`src/rtl/am2940_ctrl_if.sv`:
```
// Host-side bus of the Am2940 control section.
// Host -> ctrl : instr, instr_en, data_in, cnt_en
// Ctrl -> slices: addr_load, addr_reinit, addr_enable, addr_up, addr_carry_in
// Ctrl -> host : ctrl_out, wc_out, done, data_out, data_oe
interface am2940_ctrl_if #(
  parameter int unsigned WIDTH = 8
) ();
  logic [2:0]       instr;
  logic             instr_en;
  logic [WIDTH-1:0] data_in;
  logic             cnt_en;
  logic             addr_load;
  logic             addr_reinit;
  logic             addr_enable;
  logic             addr_up;
  logic             addr_carry_in;
  logic [2:0]       ctrl_out;
  logic [WIDTH-1:0] wc_out;
  logic             done;
  logic [WIDTH-1:0] data_out;
  logic             data_oe;

  modport master (
    output instr, instr_en, data_in, cnt_en,
    input  addr_load, addr_reinit, addr_enable, addr_up, addr_carry_in,
    input  ctrl_out, wc_out, done, data_out, data_oe
  );

  modport slave (
    input  instr, instr_en, data_in, cnt_en,
    output addr_load, addr_reinit, addr_enable, addr_up, addr_carry_in,
    output ctrl_out, wc_out, done, data_out, data_oe
  );
endinterface

```
`src/rtl/am2940_ctrl.sv`:
```
// Am2940 DMA address generator control section.
// Decodes the 3-bit instruction, holds the control register, the word counter and its
// initial value, and drives load/reinit/enable/direction/carry to the address slices.
// Ports:
//   clk - clock, rising edge
//   res - synchronous active-low reset
//   bus - am2940_ctrl_if slave modport (instruction/data in, slice strobes and readback out)
module am2940_ctrl #(
  parameter int unsigned WIDTH = 8
) (
  input logic          clk,
  input logic          res,
  am2940_ctrl_if.slave bus
);

  typedef enum logic [2:0] {
    InstrWrcr   = 3'b000,
    InstrRdcr   = 3'b001,
    InstrRdwc   = 3'b010,
    InstrNop    = 3'b011,
    InstrReinit = 3'b100,
    InstrLdad   = 3'b101,
    InstrLdwc   = 3'b110,
    InstrEnct   = 3'b111
  } instr_e;

  localparam logic [WIDTH-1:0] WcOne = WIDTH'(1);

  logic [2:0]       ctrl_q, ctrl_d;
  logic [WIDTH-1:0] wc_q, wc_d;
  logic [WIDTH-1:0] wc_init_q, wc_init_d;
  logic [WIDTH-1:0] data_out_q, data_out_d;
  logic             cnt_ok_q, cnt_ok_d;
  logic             data_oe_q, data_oe_d;

  logic [1:0] mode;
  logic       transfer;
  logic       done;
  logic       auto_reload;
  instr_e     instr;

  assign mode     = ctrl_q[1:0];
  assign instr    = instr_e'(bus.instr);
  // Any instruction cycle suppresses counting.
  assign transfer = bus.cnt_en & cnt_ok_q & ~bus.instr_en;

  // Terminal count is a function of registered state only.
  always_comb begin
    done = 1'b0;
    unique case (mode)
      2'b00, 2'b10: done = (wc_q == WcOne);
      2'b01:        done = (wc_q == wc_init_q - WcOne);
      default:      done = 1'b0;
    endcase
  end

  // Mode 10 terminal transfer reloads instead of counting.
  assign auto_reload = transfer & (mode == 2'b10) & done;

  // State register.
  always_ff @(posedge clk) begin
    if (!res) begin
      ctrl_q     <= '0;
      wc_q       <= '0;
      wc_init_q  <= '0;
      cnt_ok_q   <= 1'b0;
      data_out_q <= '0;
      data_oe_q  <= 1'b0;
    end else begin
      ctrl_q     <= ctrl_d;
      wc_q       <= wc_d;
      wc_init_q  <= wc_init_d;
      cnt_ok_q   <= cnt_ok_d;
      data_out_q <= data_out_d;
      data_oe_q  <= data_oe_d;
    end
  end

  // Next-state logic.
  always_comb begin
    ctrl_d     = ctrl_q;
    wc_d       = wc_q;
    wc_init_d  = wc_init_q;
    cnt_ok_d   = cnt_ok_q;
    data_out_d = data_out_q;
    data_oe_d  = 1'b0;
    if (bus.instr_en) begin
      unique case (instr)
        InstrWrcr: begin
          ctrl_d   = bus.data_in[2:0];
          cnt_ok_d = 1'b0;
        end
        InstrRdcr: begin
          data_out_d = {{(WIDTH-3){1'b0}}, ctrl_q};
          data_oe_d  = 1'b1;
        end
        InstrRdwc: begin
          data_out_d = wc_q;
          data_oe_d  = 1'b1;
        end
        InstrReinit: wc_d = (mode == 2'b01) ? '0 : wc_init_q;
        InstrLdwc: begin
          wc_init_d = bus.data_in;
          wc_d      = (mode == 2'b01) ? '0 : bus.data_in;
          cnt_ok_d  = 1'b0;
        end
        InstrEnct: cnt_ok_d = 1'b1;
        default: ;  // NOP and LDAD leave this block's state alone
      endcase
    end else if (transfer) begin
      unique case (mode)
        2'b00: begin
          wc_d = wc_q - WcOne;
          if (done) cnt_ok_d = 1'b0;
        end
        2'b01: begin
          wc_d = wc_q + WcOne;
          if (done) cnt_ok_d = 1'b0;
        end
        2'b10:   wc_d = done ? wc_init_q : wc_q - WcOne;
        default: ;  // free-run: word counter frozen
      endcase
    end
  end

  // Outputs.
  always_comb begin
    bus.addr_load     = bus.instr_en & (instr == InstrLdad);
    bus.addr_reinit   = (bus.instr_en & (instr == InstrReinit)) | auto_reload;
    bus.addr_enable   = transfer & ~auto_reload;
    bus.addr_carry_in = transfer & ~auto_reload;
    bus.addr_up       = ~ctrl_q[2];
    bus.ctrl_out      = ctrl_q;
    bus.wc_out        = wc_q;
    bus.done          = done;
    bus.data_out      = data_out_q;
    bus.data_oe       = data_oe_q;
  end

endmodule

```
`src/flat_wrapper.sv`:
```
// flat-port wrapper written by rule: the top's interface ports become plain ports
module am2940_ctrl_flat 
#(
  parameter int unsigned WIDTH = 8
)
  (clk, res, bus_instr, bus_instr_en, bus_data_in, bus_cnt_en, bus_addr_load, bus_addr_reinit, bus_addr_enable, bus_addr_up, bus_addr_carry_in, bus_ctrl_out, bus_wc_out, bus_done, bus_data_out, bus_data_oe);
  am2940_ctrl_if #(.WIDTH(WIDTH)) bus_i ();
  input logic clk;
  input logic res;
  input wire logic [$bits(bus_i.instr)-1:0] bus_instr;
  input wire logic [$bits(bus_i.instr_en)-1:0] bus_instr_en;
  input wire logic [$bits(bus_i.data_in)-1:0] bus_data_in;
  input wire logic [$bits(bus_i.cnt_en)-1:0] bus_cnt_en;
  output wire logic [$bits(bus_i.addr_load)-1:0] bus_addr_load;
  output wire logic [$bits(bus_i.addr_reinit)-1:0] bus_addr_reinit;
  output wire logic [$bits(bus_i.addr_enable)-1:0] bus_addr_enable;
  output wire logic [$bits(bus_i.addr_up)-1:0] bus_addr_up;
  output wire logic [$bits(bus_i.addr_carry_in)-1:0] bus_addr_carry_in;
  output wire logic [$bits(bus_i.ctrl_out)-1:0] bus_ctrl_out;
  output wire logic [$bits(bus_i.wc_out)-1:0] bus_wc_out;
  output wire logic [$bits(bus_i.done)-1:0] bus_done;
  output wire logic [$bits(bus_i.data_out)-1:0] bus_data_out;
  output wire logic [$bits(bus_i.data_oe)-1:0] bus_data_oe;
  assign bus_i.instr = bus_instr;
  assign bus_i.instr_en = bus_instr_en;
  assign bus_i.data_in = bus_data_in;
  assign bus_i.cnt_en = bus_cnt_en;
  assign bus_addr_load = bus_i.addr_load;
  assign bus_addr_reinit = bus_i.addr_reinit;
  assign bus_addr_enable = bus_i.addr_enable;
  assign bus_addr_up = bus_i.addr_up;
  assign bus_addr_carry_in = bus_i.addr_carry_in;
  assign bus_ctrl_out = bus_i.ctrl_out;
  assign bus_wc_out = bus_i.wc_out;
  assign bus_done = bus_i.done;
  assign bus_data_out = bus_i.data_out;
  assign bus_data_oe = bus_i.data_oe;
  am2940_ctrl #(.WIDTH(WIDTH)) u_core (.clk(clk), .res(res), .bus(bus_i));
endmodule
```
`config.mk`:
```
export PLATFORM = sky130hd
export DESIGN_NAME = am2940_ctrl_flat
export DESIGN_NICKNAME = d
export VERILOG_FILES = /design/src/rtl/am2940_ctrl_if.sv /design/src/rtl/am2940_ctrl.sv /design/src/flat_wrapper.sv
export SDC_FILE = /design/constraint.sdc
export NUM_CORES = 1
export LEC_CHECK = 0
export CORE_ASPECT_RATIO = 0.7
export CORE_MARGIN = 1.5
export CORE_UTILIZATION = 30
export DETAILED_ROUTE_END_ITERATION = 7
export PLACE_DENSITY_LB_ADDON = 0.05
export RECOVER_POWER = 50
export SLEW_MARGIN = 20
export SYNTH_ARGS = -nofsm -noshare
export SYNTH_HDL_FRONTEND = slang
export SYNTH_SLANG_ARGS = --single-unit
```
`constraint.sdc`:
```
create_clock -name clk -period 2.68 [get_ports clk]
set_input_delay 0.268 -clock clk [delete_from_list [all_inputs] [get_ports clk]]
set_output_delay 0.268 -clock clk [all_outputs]
set_load 0.05 [all_outputs]
```
# ---- Yosys cells after proc, flatten, opt, wreduce, memory -nomap -nowiden
# Cells that the tools add are included.
dict set report classes {
  addsub 3
  mul 0
  div_mod_pow 0
  order_cmp 0
  n_eq_ne 12
  shifts 0
  n_mux 15
  bitwise_logic 11
  reduce_logical 17
}
# operator count
set op_table {}
lappend op_table {{$mux W8} 5}
lappend op_table {{$pmux W8 S2} 2}
lappend op_table {{$pmux W8 S3} 1}
lappend op_table {{$sub A8 B1 Y8 const B} 2}
lappend op_table {{$eq A3 B3 Y1 const B} 4}
lappend op_table {{$add A8 B1 Y8 const B} 1}
lappend op_table {{$eq A8 B1 Y1 const B} 1}
lappend op_table {{$eq A8 B8 Y1} 1}
lappend op_table {{$reduce_and A2 Y1} 4}
lappend op_table {{$reduce_bool A2 Y1} 4}
lappend op_table {{$reduce_or A2 Y1} 4}
lappend op_table {{$and A1 B1 Y1} 7}
lappend op_table {{$mux W1} 5}
lappend op_table {{$pmux W1 S2} 2}
lappend op_table {{$reduce_and A4 Y1} 1}
lappend op_table {{$reduce_bool A4 Y1} 1}
lappend op_table {{$eq A3 B1 Y1 const B} 1}
lappend op_table {{$eq A3 B2 Y1 const B} 1}
lappend op_table {{$logic_not A3 Y1} 1}
lappend op_table {{$ne A3 B1 Y1 const B} 1}
lappend op_table {{$ne A3 B2 Y1 const B} 1}
lappend op_table {{$not A1 Y1} 3}
lappend op_table {{$reduce_and A3 Y1} 1}
lappend op_table {{$eq A2 B1 Y1 const B} 1}
lappend op_table {{3 further kinds} 3}
dict set report word_totals {
  reg_bits 29
  latchBits 0
  mem_bits_rw 0
  romBits 0
  n_memories 0
}

# ---- Longest topological paths before layout
# Gate-level depths: netlist of the first run.
dict set report logic_depth {
  depth_word 7
  ltp_mapped 11
  ltp_nobuf 8
}

# ---- Worst setup path before layout of the first run
# Ideal clock, no wire load.
dict set report synth_path {
  kind {register to output}
  from {register u_core.wc_q[3], in the netlist u_core.bus.wc_out[3]}
  to {output bus_addr_reinit}
  t_arrival_ps 3199
  required_ps 2412
  setup_slack_ps -787
  path_stages_with_launch 9
  path_buffers 2
  path_cell_list {dfxtp_1 clkbuf_1 xor2_1 xnor2_1 o2111ai_1 o21a_1 or2_1 buf_2 o31ai_1}
}
dict set report synth_between {
  elab_chain_len 4
  word_cells_on_any_way 5
}
# element line
set synth_lines {}
lappend synth_lines {{start, declared} am2940_ctrl.sv:30} ;# logic [WIDTH-1:0] wc_q, wc_d;
lappend synth_lines {{start signal, assigned} am2940_ctrl.sv:71} ;# wc_q <= wc_d;
lappend synth_lines {{$eq A8 B8 Y1 / $eq A8 B1 Y1 (equally long branches)} {am2940_ctrl.sv:52, am2940_ctrl.sv:51}}
lappend synth_lines {{$pmux W1 S2 *} am2940_ctrl.sv:50} ;# unique case (mode)
lappend synth_lines {{$and A1 B1 Y1 *} am2940_ctrl.sv:58} ;# assign auto_reload = transfer & (mode == 2'b10) & done;
lappend synth_lines {{$or A1 B1 Y1 *} am2940_ctrl.sv:129} ;# bus.addr_reinit = (bus.instr_en & (instr == InstrReinit)) | auto_reload;
lappend synth_lines {{end, declared} flat_wrapper.sv:15} ;# output wire logic [$bits(bus_i.addr_reinit)-1:0] bus_addr_reinit;
# Every way passes the cells marked *; elsewhere a longest branch is shown, timed or not.

# ---- Final worst setup path of the first run
dict set report layout_path {
  from {register u_core.wc_init_q[0]}
  to {output bus_addr_reinit}
}
dict set report layout_between {
  elab_chain_len 5
}
# element line
set layout_lines {}
lappend layout_lines {{start, declared} am2940_ctrl.sv:31} ;# logic [WIDTH-1:0] wc_init_q, wc_init_d;
lappend layout_lines {{start signal, assigned} am2940_ctrl.sv:72} ;# wc_init_q <= wc_init_d;
lappend layout_lines {{$sub A8 B1 Y8} am2940_ctrl.sv:52} ;# 2'b01: done = (wc_q == wc_init_q - WcOne);
lappend layout_lines {{$eq A8 B8 Y1} am2940_ctrl.sv:52}
lappend layout_lines {{$pmux W1 S2} am2940_ctrl.sv:50}
lappend layout_lines {{$and A1 B1 Y1} am2940_ctrl.sv:58}
lappend layout_lines {{$or A1 B1 Y1} am2940_ctrl.sv:129}
# No other way between the ends.

==> results.py, run 1 <==
metrics = {
    "status": {
        "status": "complete, but fails checks",
        "violations": "negative setup slack",
    },
    "detailed_routing": {
        "first_iter_violations": 229,
        "drtPass1Iterations": 4,
        "totalWireLength_mm": 8.54,
        "via_per_inst": 5.31,
        "vias": 2603,
        "wl_per_cell_um": 17.4,
        "drc": 0,
        "antenna_left": 0,
    },
    "floorplan": {
        "io_pins": 41,
        "dieArea_um2": 8650,
        "die_h_um": 78.3,
        "die-width_um": 111,
        "initial_core_util_pct": 31.0,
        "core_area_um2": 7840,
        "num_rows": 27,
    },
    "finish": {
        "regArea_um2": 604,
        "syn_to_final_growth_pct": 37.3,
        "layout_common_cells": "nand2_1, buf_4, nor2_1",
        "layout_commonest_cell": "nand2_1",
        "fillers": 834,
        "fin_nets": 411,
        "diodes": 0,
        "multiInputGateArea_um2": 1710,
        "drive_above_1_share_pct": 18.5,
    },
    "sta": {
        "fin_setup_tns_ns": -0.000260,
        "finalClockSkew_ns": 0.00661,
        "tightest_slew_ns": 0.593,
        "finalSetupViolCount": 1,
        "layout_setup_ws_ns": -0.000260,
        "period_needed_ns": 2.68,
        "hold_violations": 0,
        "drv_slew": 0,
        "max_freq_mhz": 373,
        "rsz0062_at_grt": "yes",
        "fin_crit_sh_pct": 100,
        "timing.slew.headroom_pct": 60.2,
        "whs_ns": 0.471,
    },
    "worst_setup_path": {
        "worst_setup_path_start_kind": "flip-flop",
        "ff2ff_setup_slack_ns": 0.24,
        "crit_fanout": 6,
        "cp.arrival_ns": 2.41,
        "worst-setup-path-type": "flip-flop to output pin",
        "required_ns": 2.41,
        "crit_path_end_kind": "output pin",
    },
    "synth": {
        "yosysSeqAreaShare_pct": 23.9,
        "ys_warn_count": 0,
        "ys_seq_elements": 29,
        "syn_nets": 356,
        "synth_edf_count": 0,
        "synthCells": 333,
        "ys_types": 50,
        "syn_area_per_cell_um2": 7.29,
        "netlist_area_um2": 2430,
        "synth_top_area_share_pct": 23.9,
        "synth.area.top_cells": "dfxtp_1, nand2_1, a21oi_1",
        "synth_ff_type": "dfxtp_1",
        "yosysTopAreaCell": "dfxtp_1",
        "async_reset_ff_share_pct": 0,
    },
    "power_and_ir_drop": {
        "peakVddDrop_mv": 0.195,
        "totalPowerFinal_mw": 1.40,
        "leakage_nw": 1.33,
        "cellPowerDensity_nw_per_um2": 420,
    },
    "grt": {
        "overflow": 0,
        "grt_max_degree": 16,
        "antenna_found_initial": 0,
        "globalRouteMet3Util_pct": 3.63,
        "grtUsageTotal_pct": 20.1,
        "grt_use_met2_pct": 29.9,
        "met1_usage_pct": 29.4,
        "grt_pass1_vias": 2417,
        "grt-busiest-layer": "met2",
        "grt_first_pass_wirelength_mm": 13.4,
    },
    "cts": {
        "cts_hold_buf": 0,
        "clock-sinks": 29,
        "root_buffer": "clkbuf_16",
        "htree_num_levels": 2,
        "clk_pin_slew_ns": 0.05,
        "clk_latency_ns": 0.29,
        "cts_made_buffers": 5,
        "cts_tree": "done",
        "cts_max_path_buffers": 2,
    },
    "worst_hold_path": {
        "hold_path_class": "flip-flop to flip-flop",
    },
    "run": {
        "max_cap_viol_count": 0,
    },
    "placed_design": {
        "port_buffers": 40,
        "dpl.hpwl_mm": 6.56,
        "place.gp.congestion": 0.850,
    },
}
-- cells in the mapped netlist, types with 6 or more instances --
library cell  instances
nand2_1              35
dfxtp_1              29
nor2_1               28
a21oi_1              25
o21ai_0              22
clkbuf_1             19
inv_1                15
nand3_1              15
mux2i_1              11
nor3_1               10
xnor2_1              10
xor2_1               10
ha_1                  8
nand2b_1              7
and2_1                6
-- final cells by class --
class | instances | share of cell area, %
multi-input cells | 261 | 51.3
clock inverters | 2 | 0.300
repair buffers | 76 | 20.9
well taps | 101 | 3.79
inverters | 15 | 1.69
clock buffers | 6 | 3.87
flip-flops and latches | 29 | 18.1
-- critical path, stage by stage (launching register included) --
cell     delay [ns]
dfxtp_4        0.36
or4_4          0.55
o21ai_2        0.12
nand3_1        0.14
a31o_1         0.22
or2_4          0.28
o31ai_4        0.28
buf_12         0.17
-- cell families after synthesis --
group	Yosys count	share of synthesized area [%]
AO/OA/AOI/OAI	89	24.1
XOR/XNOR	20	7.22
adder cells (fa/ha/maj)	8	4.12
buffers and inverters	43	7.73
flip-flops	29	23.9
multiplexers	11	4.54
AND/OR/NAND/NOR	133	28.4
-- state kept, by name, summed over array words and instances (netlist names) --
signal and flops:
u_core.wc_init_q 8, u_core.bus.ctrl_out 3, u_core.bus.data_oe 1, u_core.bus.data_out 8, u_core.bus.wc_out 8, u_core.cnt_ok_q 1
-- path summary, 6_finish.rpt --
path / startpoint / endpoint / depth (start not counted)
max: u_core.wc_init_q[0] / bus_addr_reinit / 7
min reg2reg: u_core.bus.data_out[6] / u_core.bus.data_out[6] / 1
max reg2reg: u_core.bus.ctrl_out[1] / u_core.bus.wc_out[2] / 9
min: u_core.bus.data_out[6] / u_core.bus.data_out[6] / 1
-- report_power, final --
part | total, mW | leakage (nW) | switching [mW] | internal [mW]
Clock | 0.556 | 0.0706 | 0.215 | 0.341
Combinational | 0.368 | 1.02 | 0.213 | 0.155
Sequential | 0.475 | 0.242 | 0.0308 | 0.445
-- per-stage QoR --
step | utilization [%] | cells | area (um2) | setup slack (ns)
floorplan | - | 333 | 2460 | 0.0527
global placement | 40.2 | 480 | 3150 | 0.0304
detailed placement | 40.2 | 480 | 3150 | 0.0407
CTS | 42.3 | 489 | 3320 | 0.00930
global route | 42.5 | 490 | 3330 | -0.0472
finish | 42.5 | 490 | 3330 | -0.000260
-- metal layers --
metal,up-vias,routed length (um)
li1,1289,-
met1,1211,4240
met2,94,3620
met3,9,587
met4,0,95
met5,-,0
-- timing repair --
action                     4_1_cts  5_1_grt
gates resized for setup          8        6
setup endpoints to repair        4        3
pin swaps                        3        9
setup buffers                    1        1
No activity file was read; power rests on OpenSTA's default activity.
==> inputs of run 2 (changes only) <==
RECOVER_POWER = default   (was 50)
==> run 2 against run 1 <==
Effect of this change: the flow still finishes with violations (negative setup slack); count of clock-buffer cells in the layout unchanged; clock skew about the same; combinational power about the same; die area unchanged; critical path type unchanged; largest cell class unchanged; highest routed layer unchanged.
==> results.py, run 2 (synthesis gave the netlist of run 1 again) <==
metrics = {
    "status": {
        "status": "complete, but fails checks",
        "violations": "negative setup slack",
    },
    "finish": {
        "fillers": 834,
        "multiInputGateArea_um2": 1710,
        "fin_nets": 411,
        "layout_common_cells": "buf_4, nand2_1, clkdlybuf4s50_1",
        "fin_util_pct": 42.7,
        "drive_above_1_share_pct": 19.3,
        "diodes": 0,
        "layout_commonest_cell": "buf_4",
        "regArea_um2": 604,
        "fin_area_um2": 3340,
        "syn_to_final_growth_pct": 37.7,
    },
    "detailed_routing": {
        "vias": 2594,
        "first_iter_violations": 228,
        "wl_per_cell_um": 17.4,
        "drc": 0,
        "antenna_left": 0,
        "drtPass1Iterations": 4,
        "totalWireLength_mm": 8.54,
        "via_per_inst": 5.29,
    },
    "power_and_ir_drop": {
        "peakVddDrop_mv": 0.195,
        "leakage_nw": 1.30,
        "cellPowerDensity_nw_per_um2": 419,
    },
    "cts": {
        "clk_pin_slew_ns": 0.05,
        "cts_max_path_buffers": 2,
        "cts_tree": "done",
        "clk_latency_ns": 0.28,
        "root_buffer": "clkbuf_16",
        "clock-sinks": 29,
        "htree_num_levels": 2,
        "cts_made_buffers": 5,
    },
    "worst_setup_path": {
        "ff2ff_setup_slack_ns": 0.24,
        "crit_fanout": 6,
        "crit_path_end_kind": "output pin",
        "worst_setup_path_start_kind": "flip-flop",
        "cp.arrival_ns": 2.41,
        "worst-setup-path-type": "flip-flop to output pin",
        "required_ns": 2.41,
    },
    "sta": {
        "finalClockSkew_ns": 0.00672,
        "drv_slew": 0,
        "layout_setup_ws_ns": -0.000368,
        "fin_crit_sh_pct": 100,
        "fin_setup_tns_ns": -0.000368,
        "max_freq_mhz": 373,
        "finalSetupViolCount": 1,
        "timing.slew.headroom_pct": 60.0,
        "rsz0062_at_grt": "yes",
        "hold_violations": 0,
        "period_needed_ns": 2.68,
        "tightest_slew_ns": 0.596,
        "whs_ns": 0.475,
    },
    "placed_design": {
        "dpl.hpwl_mm": 6.56,
        "place.gp.congestion": 0.850,
        "port_buffers": 40,
        "placed_area_um2": 3150,
    },
    "grt": {
        "overflow": 0,
        "grtUsageTotal_pct": 20.1,
        "grt_first_pass_wirelength_mm": 13.4,
        "antenna_found_initial": 0,
        "grt_pass1_vias": 2417,
        "grt_max_degree": 16,
    },
    "floorplan": {
        "num_rows": 27,
        "io_pins": 41,
        "die_h_um": 78.3,
        "initial_core_util_pct": 31.0,
        "die-width_um": 111,
        "core_area_um2": 7840,
        "dieArea_um2": 8650,
    },
    "run": {
        "max_cap_viol_count": 0,
    },
    "worst_hold_path": {
        "hold_path_class": "flip-flop to flip-flop",
    },
}
-- run 2: cell count changes in the layout (fill, tap and decap cells not counted) --
cell             delta
and2_0              -1
clkbuf_1            -3
buf_4               +3
clkdlybuf4s50_1    +15
and2_1              +1
dlygate4sd3_1      -15
-- run 2: final cells by class --
cell class	count	share of cell area, %
Multi-Input combinational cell	261	51.1
Timing Repair Buffer	76	21.2
Sequential cell	29	18.1
Clock buffer	6	3.85
Tap cell	101	3.78
Inverter	15	1.68
Clock inverter	2	0.299
-- run 2: per-stage QoR --
step	total power, mW	std cells	setup WS [ns]
final	1.40	490	-0.000368
after CTS	1.41	489	0.00930
after floorplan	0.706	333	0.0527
after global routing	1.47	490	-0.0472
after detailed placement	0.849	480	0.0407
after global placement	0.852	480	0.0304
-- run 2: power breakdown --
part | switching (mW) | leakage [nW] | internal, mW
sequential | 0.0308 | 0.242 | 0.445
combinational | 0.213 | 0.989 | 0.158
clock | 0.215 | 0.0706 | 0.341
-- run 2: timing repair --
action                     4_1_cts  5_1_grt
setup buffers                    1        1
hold buffers                     0        0
gates cloned                     0        0
pin swaps                        3        9
setup endpoints to repair        4        3
gates resized for setup          8        6
-- run 2: worst paths after layout --
check,cells past startpoint,startpoint,end
setup / recovery,7,u_core.wc_init_q[0],bus_addr_reinit
hold / removal,1,u_core.bus.data_out[5],u_core.bus.data_out[5]
setup reg to reg,9,u_core.bus.ctrl_out[1],u_core.bus.wc_out[2]
hold reg to reg,1,u_core.bus.data_out[5],u_core.bus.data_out[5]
-- run 2: metal layers --
metal | vias to the layer above | wire [um] | part of all wire (%) | GRT usage (%)
li1 | 1290 | - | - | -
met4 | 0 | 95 | 1.1 | 5.51
met5 | - | 0 | 0 | 0
met2 | 97 | 3610 | 42 | 29.9
met1 | 1198 | 4230 | 50 | 29.4
met3 | 9 | 604 | 7.1 | 3.63
-- run 2: worst max-delay path, cell delays in order (launching register included) --
cell and delay [ns]:
dfxtp_4 0.36, or4_4 0.55, o21ai_2 0.12, nand3_1 0.14, a31o_1 0.22, or2_4 0.28, o31ai_4 0.28, buf_12 0.17
